<file path="src/rtl/add_serial_ctrl.sv">
`timescale 1ns/1ps
`default_nettype none
// ============================================================================
//  Module   : add_serial_ctrl
//  Purpose  : Sequencer that time-multiplexes one external SLICE-bit ripple
//             adder slice to produce a WIDTH-bit sum over WIDTH/SLICE cycles.
//             Operands arrive over a valid/ready handshake, and the result
//             leaves over a second valid/ready handshake.
//  Ports    : clk, rst_n          - clock / asynchronous active-low reset
//             inValid/inReady     - operand handshake (a, b, carryIn)
//             abort               - synchronous cancel, returns to IDLE
//             outValid/outReady   - result handshake (sum, carryOut)
//             sliceA/B/Cin        - drive the external slice inputs
//             sliceSum/Cout       - results returned by the external slice
//             subtract            - only present with ADD_SERIAL_SUB_EN
//  Options  : ADD_SERIAL_SUB_EN   - adds the subtract input (a - b)
//  Revision : 1.0  initial release
// ============================================================================
module add_serial_ctrl #(
    parameter int WIDTH = 16,
    parameter int SLICE = 4
) (
    input  logic             clk,
    input  logic             rst_n,
    input  logic             inValid,
    output logic             inReady,
    input  logic [WIDTH-1:0] a,
    input  logic [WIDTH-1:0] b,
    input  logic             carryIn,
    input  logic             abort,
`ifdef ADD_SERIAL_SUB_EN
    input  logic             subtract,
`endif
    output logic             outValid,
    input  logic             outReady,
    output logic [WIDTH-1:0] sum,
    output logic             carryOut,
    output logic [SLICE-1:0] sliceA,
    output logic [SLICE-1:0] sliceB,
    output logic             sliceCin,
    input  logic [SLICE-1:0] sliceSum,
    input  logic             sliceCout
);

    localparam int N    = WIDTH / SLICE;
    localparam int IDXW = (N > 1) ? $clog2(N) : 1;
    localparam logic [IDXW-1:0] c_LAST = IDXW'(N - 1);

    localparam logic [1:0] c_IDLE = 2'd0;
    localparam logic [1:0] c_RUN  = 2'd1;
    localparam logic [1:0] c_HOLD = 2'd2;

    // A partial top slice would silently drop bits, so refuse to build.
    generate
        if ((WIDTH % SLICE) != 0) begin : g_bad_width
            $error("add_serial_ctrl: WIDTH must be an integer multiple of SLICE");
        end
    endgenerate

    logic [1:0]       r_state;
    logic [1:0]       w_next_state;
    logic [IDXW-1:0]  r_idx;
    logic [WIDTH-1:0] r_opA;
    logic [WIDTH-1:0] r_opB;
    logic             r_carry;
    logic [WIDTH-1:0] r_sum;
    logic             r_cout;

    logic             w_accept;
    logic [WIDTH-1:0] w_opB_in;
    logic             w_cin_in;

    // Subtraction is a + ~b + 1; carryIn is ignored while subtracting.
`ifdef ADD_SERIAL_SUB_EN
    assign w_opB_in = subtract ? ~b   : b;
    assign w_cin_in = subtract ? 1'b1 : carryIn;
`else
    assign w_opB_in = b;
    assign w_cin_in = carryIn;
`endif

    // abort beats a simultaneous operand offer.
    assign w_accept = (r_state == c_IDLE) && inValid && !abort;

    // ---------------------------------------------------------------- state
    always_ff @(posedge clk or negedge rst_n) begin
        if (!rst_n) begin
            r_state <= c_IDLE;
        end else begin
            r_state <= w_next_state;
        end
    end

    // ----------------------------------------------------------- next state
    always_comb begin
        w_next_state = r_state;
        if (abort) begin
            w_next_state = c_IDLE;
        end else begin
            case (r_state)
                c_IDLE:  if (inValid)          w_next_state = c_RUN;
                c_RUN:   if (r_idx == c_LAST)  w_next_state = c_HOLD;
                c_HOLD:  if (outReady)         w_next_state = c_IDLE;
                default:                       w_next_state = c_IDLE;
            endcase
        end
    end

    // -------------------------------------------------------------- outputs
    // Slice inputs are held at zero outside RUN so the slice stays quiet.
    always_comb begin
        inReady  = (r_state == c_IDLE);
        outValid = (r_state == c_HOLD);
        sliceA   = '0;
        sliceB   = '0;
        sliceCin = 1'b0;
        if (r_state == c_RUN) begin
            sliceCin = r_carry;
            for (int i = 0; i < N; i++) begin
                if (r_idx == IDXW'(i)) begin
                    sliceA = r_opA[i*SLICE +: SLICE];
                    sliceB = r_opB[i*SLICE +: SLICE];
                end
            end
        end
    end

    // ------------------------------------------------------------- datapath
    always_ff @(posedge clk or negedge rst_n) begin
        if (!rst_n) begin
            r_idx   <= '0;
            r_opA   <= '0;
            r_opB   <= '0;
            r_carry <= 1'b0;
            r_sum   <= '0;
            r_cout  <= 1'b0;
        end else if (w_accept) begin
            r_opA   <= a;
            r_opB   <= w_opB_in;
            r_carry <= w_cin_in;
            r_idx   <= '0;
        end else if (abort) begin
            // Partial sum is left as-is; only the sequencer is rewound.
            r_idx <= '0;
        end else if (r_state == c_RUN) begin
            for (int i = 0; i < N; i++) begin
                if (r_idx == IDXW'(i)) begin
                    r_sum[i*SLICE +: SLICE] <= sliceSum;
                end
            end
            // Carry out of this slice feeds the next slice's carry-in.
            r_carry <= sliceCout;
            if (r_idx == c_LAST) begin
                r_cout <= sliceCout;
                r_idx  <= '0;
            end else begin
                r_idx <= r_idx + 1'b1;
            end
        end
    end

    assign sum      = r_sum;
    assign carryOut = r_cout;

endmodule
`default_nettype wire

</file>
<file path="config.mk">
export PLATFORM = sky130hd
export DESIGN_NAME = add_serial_ctrl
export DESIGN_NICKNAME = d
export VERILOG_FILES = /design/src/rtl/add_serial_ctrl.sv
export SDC_FILE = /design/constraint.sdc
export NUM_CORES = 1
export LEC_CHECK = 0
export BUFFER_PORTS_ARGS = -buffer_cell sky130_fd_sc_hd__buf_2
export CORE_ASPECT_RATIO = 0.6
export CORE_MARGIN = 2
export CORE_UTILIZATION = 35
export CTS_CLUSTER_DIAMETER = 150
export DETAILED_ROUTE_END_ITERATION = 10
export RECOVER_POWER = 100
export SYNTH_ARGS = -nofsm -noshare
export SYNTH_HDL_FRONTEND = slang
export SYNTH_SLANG_ARGS = --single-unit
</file>
<file path="constraint.sdc">
create_clock -name clk -period 2.5 [get_ports clk]
set_input_delay 0 -clock clk [delete_from_list [all_inputs] [get_ports clk]]
set_output_delay 0 -clock clk [all_outputs]
set_load 0.02 [all_outputs]
</file>
==> run_results.csv <==
group,metric,value,unit
route,drt_iter0_drc,46,
yosys,synthXorXnorAreaFrac,0,
clocking,cts_made_buffers,5,
global_route,grt_max_degree,55,
power_and_ir_drop,p_per_area,756,nW/um2
worst_setup_path,worstSetupPathType,"flop to primary output",
clocking,post-cts-setup-buffers,0,
sta,slew_headroom,0.115,
power_and_ir_drop,peakVddDrop,0.353,mV
hold_path,hold_path.class,"input pin to flop",
finish,nNetsFinal,331,
yosys,synthSimpleGateAreaFrac,0.0914,
power_and_ir_drop,leakage,1.47,nW
route,routedWlPerCell,15.3,um
die,die_x,112,um
route,wl_met3,225,um
global_route,overflow,0,
placement,io_buffer_count,70,
sta,period_share,0.914,
placement,place.gp.congestion,0.739,
clocking,cts_tree,"yes",
sta,skew,0.00354,ns
route,drc_errors,0,
yosys,muxShareOfSynthArea,0.230,
sta,report.final.hold_viol_count,0,
worst_setup_path,cp_top_family,"compound AO/OA/AOI/OAI gates",
sta,min_period,2.28,ns
yosys,synth_compound_area_frac,0.0719,
global_route,grt_pass1_vias,1827,
worst_setup_path,worstSetupEndpointType,"primary output",
clocking,h-tree-depth,2,
yosys,synth_fa_ha_area_frac,0.0205,
route,viasPerCell,4.78,
yosys,synth_top_family_by_area,"multiplexers",
die,ios,71,
clocking,cts_root_buf,"clkbuf_16",
die,die_area,7670,um2
finish,final_cell_mix,"54 x dfrtp_1, 47 x mux2_2, 44 x buf_2",
worst_setup_path,cp.arrival,2.28,ns
sta,drv_slew,0,
yosys,syn_nets,227,
sta,rsz0062_at_grt,"no",
run,maxCapViolations,0,
route,num_vias,1780,
worst_setup_path,crit_chain,"inv_1 > ha_1 > nor2b_4 > a221oi_1 > o41ai_1 > clkbuf_2",
worst_setup_path,r2r_cells,3,
route,ant_nets,0,
clocking,cts.sink_count,54,
finish,drive_above_1_share,0.368,
yosys,yosysTopAreaCellShare,0.554,
worst_setup_path,cp_slowest_stage_delay,0.49,ns
route,drt-pass1-iter-count,4,
die,start_util,0.364,
clocking,clkTransAtPathRegs,0.07,ns
sta,fin_hold_ws,0.0112,ns
worst_setup_path,worstSetupStartpointType,"flop",
sta,tns,0,ns
route,maxUsedRoutingLayer,"met4",
sta,fmax,0.438,GHz
die,row_count,23,
placement,dp_hpwl,3920,um
finish,area.growth.synth_to_final,36.4,%
worst_setup_path,crit_slowest_cell,"o41ai_1",
clocking,clockBufferDepth,2,
die,core-area,6710,um2
outcome,status,"finished, final reports clean",
global_route,grt_antenna_before_repair,0,
worst_setup_path,crit_required,2.50,ns
yosys,netlist_area,2440,um2
yosys,ys_ff_latch,54,
sta,setup_viol,0,
global_route,grt_pass1_wl,9340,um
yosys,synth.area.top_cells,"dfrtp_1 55%, mux2_2 22%, nor2b_1 2.8%",
yosys,postSynthCellCount,180,
worst_setup_path,crit_buf_inv,2,
die,die_h,68.6,um
yosys,synth_seq_area_share,0.554,
sta,tightest_slew,1.33,ns
worst_setup_path,crit_fanout,11,
yosys,syn_avg_cell_area,13.5,um2
route,drt-total-wl,5690,um
yosys,ys_warn_count,0,
yosys,synth_top_area_cell,"dfrtp_1",
yosys,ys_types,28,
worst_setup_path,cp.depth,6,
hold_path,min_path_cells,2,
global_route,track_usage,0.158,
route,drt-met1-wl,2950,um
clocking,worstSkewPairLatency,0.28,ns
finish,final_common_cell,"dfrtp_1",
finish,antenna_cells,0,
route,wl_met2,2500,um
[cell usage after synthesis, drive strengths merged]
master	n
nand3	7
o21bai	1
nor2b	11
nand2	3
a221oi	7
o21ai	2
nor4b	1
o41ai	7
nor3	2
mux2i	1
buf	4
and2	5
ha	4
mux2	49
nor2	3
nor3b	1
clkbuf	7
a32o	1
a21oi	2
dfrtp	54
inv	3
or2	1
a22oi	2
nand2b	1
or3	1
[through the flow]
| step | util | total power, mW | instances | cell area (um2) | setup slack (ns) |
|---|---|---|---|---|---|
| after CTS | 0.505 | 2.57 | 372 | 3390 | 0.149 |
| after detailed placement | 0.426 | 1.75 | 328 | 2860 | 0.287 |
| final | 0.496 | 2.51 | 372 | 3320 | 0.215 |
| after global placement | 0.426 | 1.74 | 328 | 2860 | 0.405 |
| after global routing | 0.496 | 2.67 | 372 | 3320 | 0.0264 |
| after floorplan | - | 1.54 | 180 | 2440 | 0.629 |
[flip-flops by register name, indices dropped and copies added, names as in the netlist]
name and flops:
r_opB 16, r_idx 2, r_state 2, r_opA 16
carryOut 1, sum 16, r_carry 1
[worst register-to-register path: stages, from the launching register on]
cell and delay (ns):
dfrtp_1 0.44, nor4b_1 0.36, clkbuf_2 0.74, mux2_2 0.44
[cell families (layout without fill, tap and decap cells)]
group                    Yosys count  after routing
multiplexers                      50             50
adder cells (fa/ha/maj)            4              4
buffers and inverters             14            119
flip-flops                        54             54
AND/OR/NAND/NOR                   36             36
AO/OA/AOI/OAI                     22             22
[what timing repair did]
action                     4_1_cts  5_1_grt
hold endpoints to repair        91        0
hold buffers                    36        0
pin swaps                        0        0
gates cloned                     0        0
setup endpoints to repair        1        1
resized for setup                1        1
[layout make-up]
class | instances | area (um2)
timing repair buffer | 108 | 691
clock inverter | 3 | 40.0
tap | 87 | 109
multi-input combinational | 112 | 997
fill | 640 | 3380
sequential | 54 | 1350
clock buffer | 5 | 125
inverter | 3 | 11.3
[metal layers]
layer / vias up / track usage
met3: 2 / 0.0385
met5: - / 0
met1: 883 / 0.225
met4: 0 / 0.0278
li1: 861 / -
met2: 34 / 0.252
[power breakdown]
part           switching [mW]  internal, mW
logic                   0.301         0.285
registers               0.102          1.06
clock network           0.297         0.469
[worst paths after layout]
check / end / slack, ns / from
hold / removal: sum[6]$_DFFE_PN0P_ / 0.01 / sliceSum[2]
setup reg to reg: r_opB[10]$_DFFE_PN0P_ / 0.40 / r_state[1]$_DFFE_PN0P_
max in group asynchronous: sum[9]$_DFFE_PN0P_ / 1.07 / rst_n
min in group asynchronous: r_opA[5]$_DFFE_PN0P_ / 0.62 / rst_n
hold reg to reg: r_opB[15]$_DFFE_PN0P_ / 0.50 / r_opB[15]$_DFFE_PN0P_
setup / recovery: sliceB[3] / 0.22 / r_idx[1]$_DFFE_PN0P_
No activity file was read; power rests on OpenSTA's default activity.
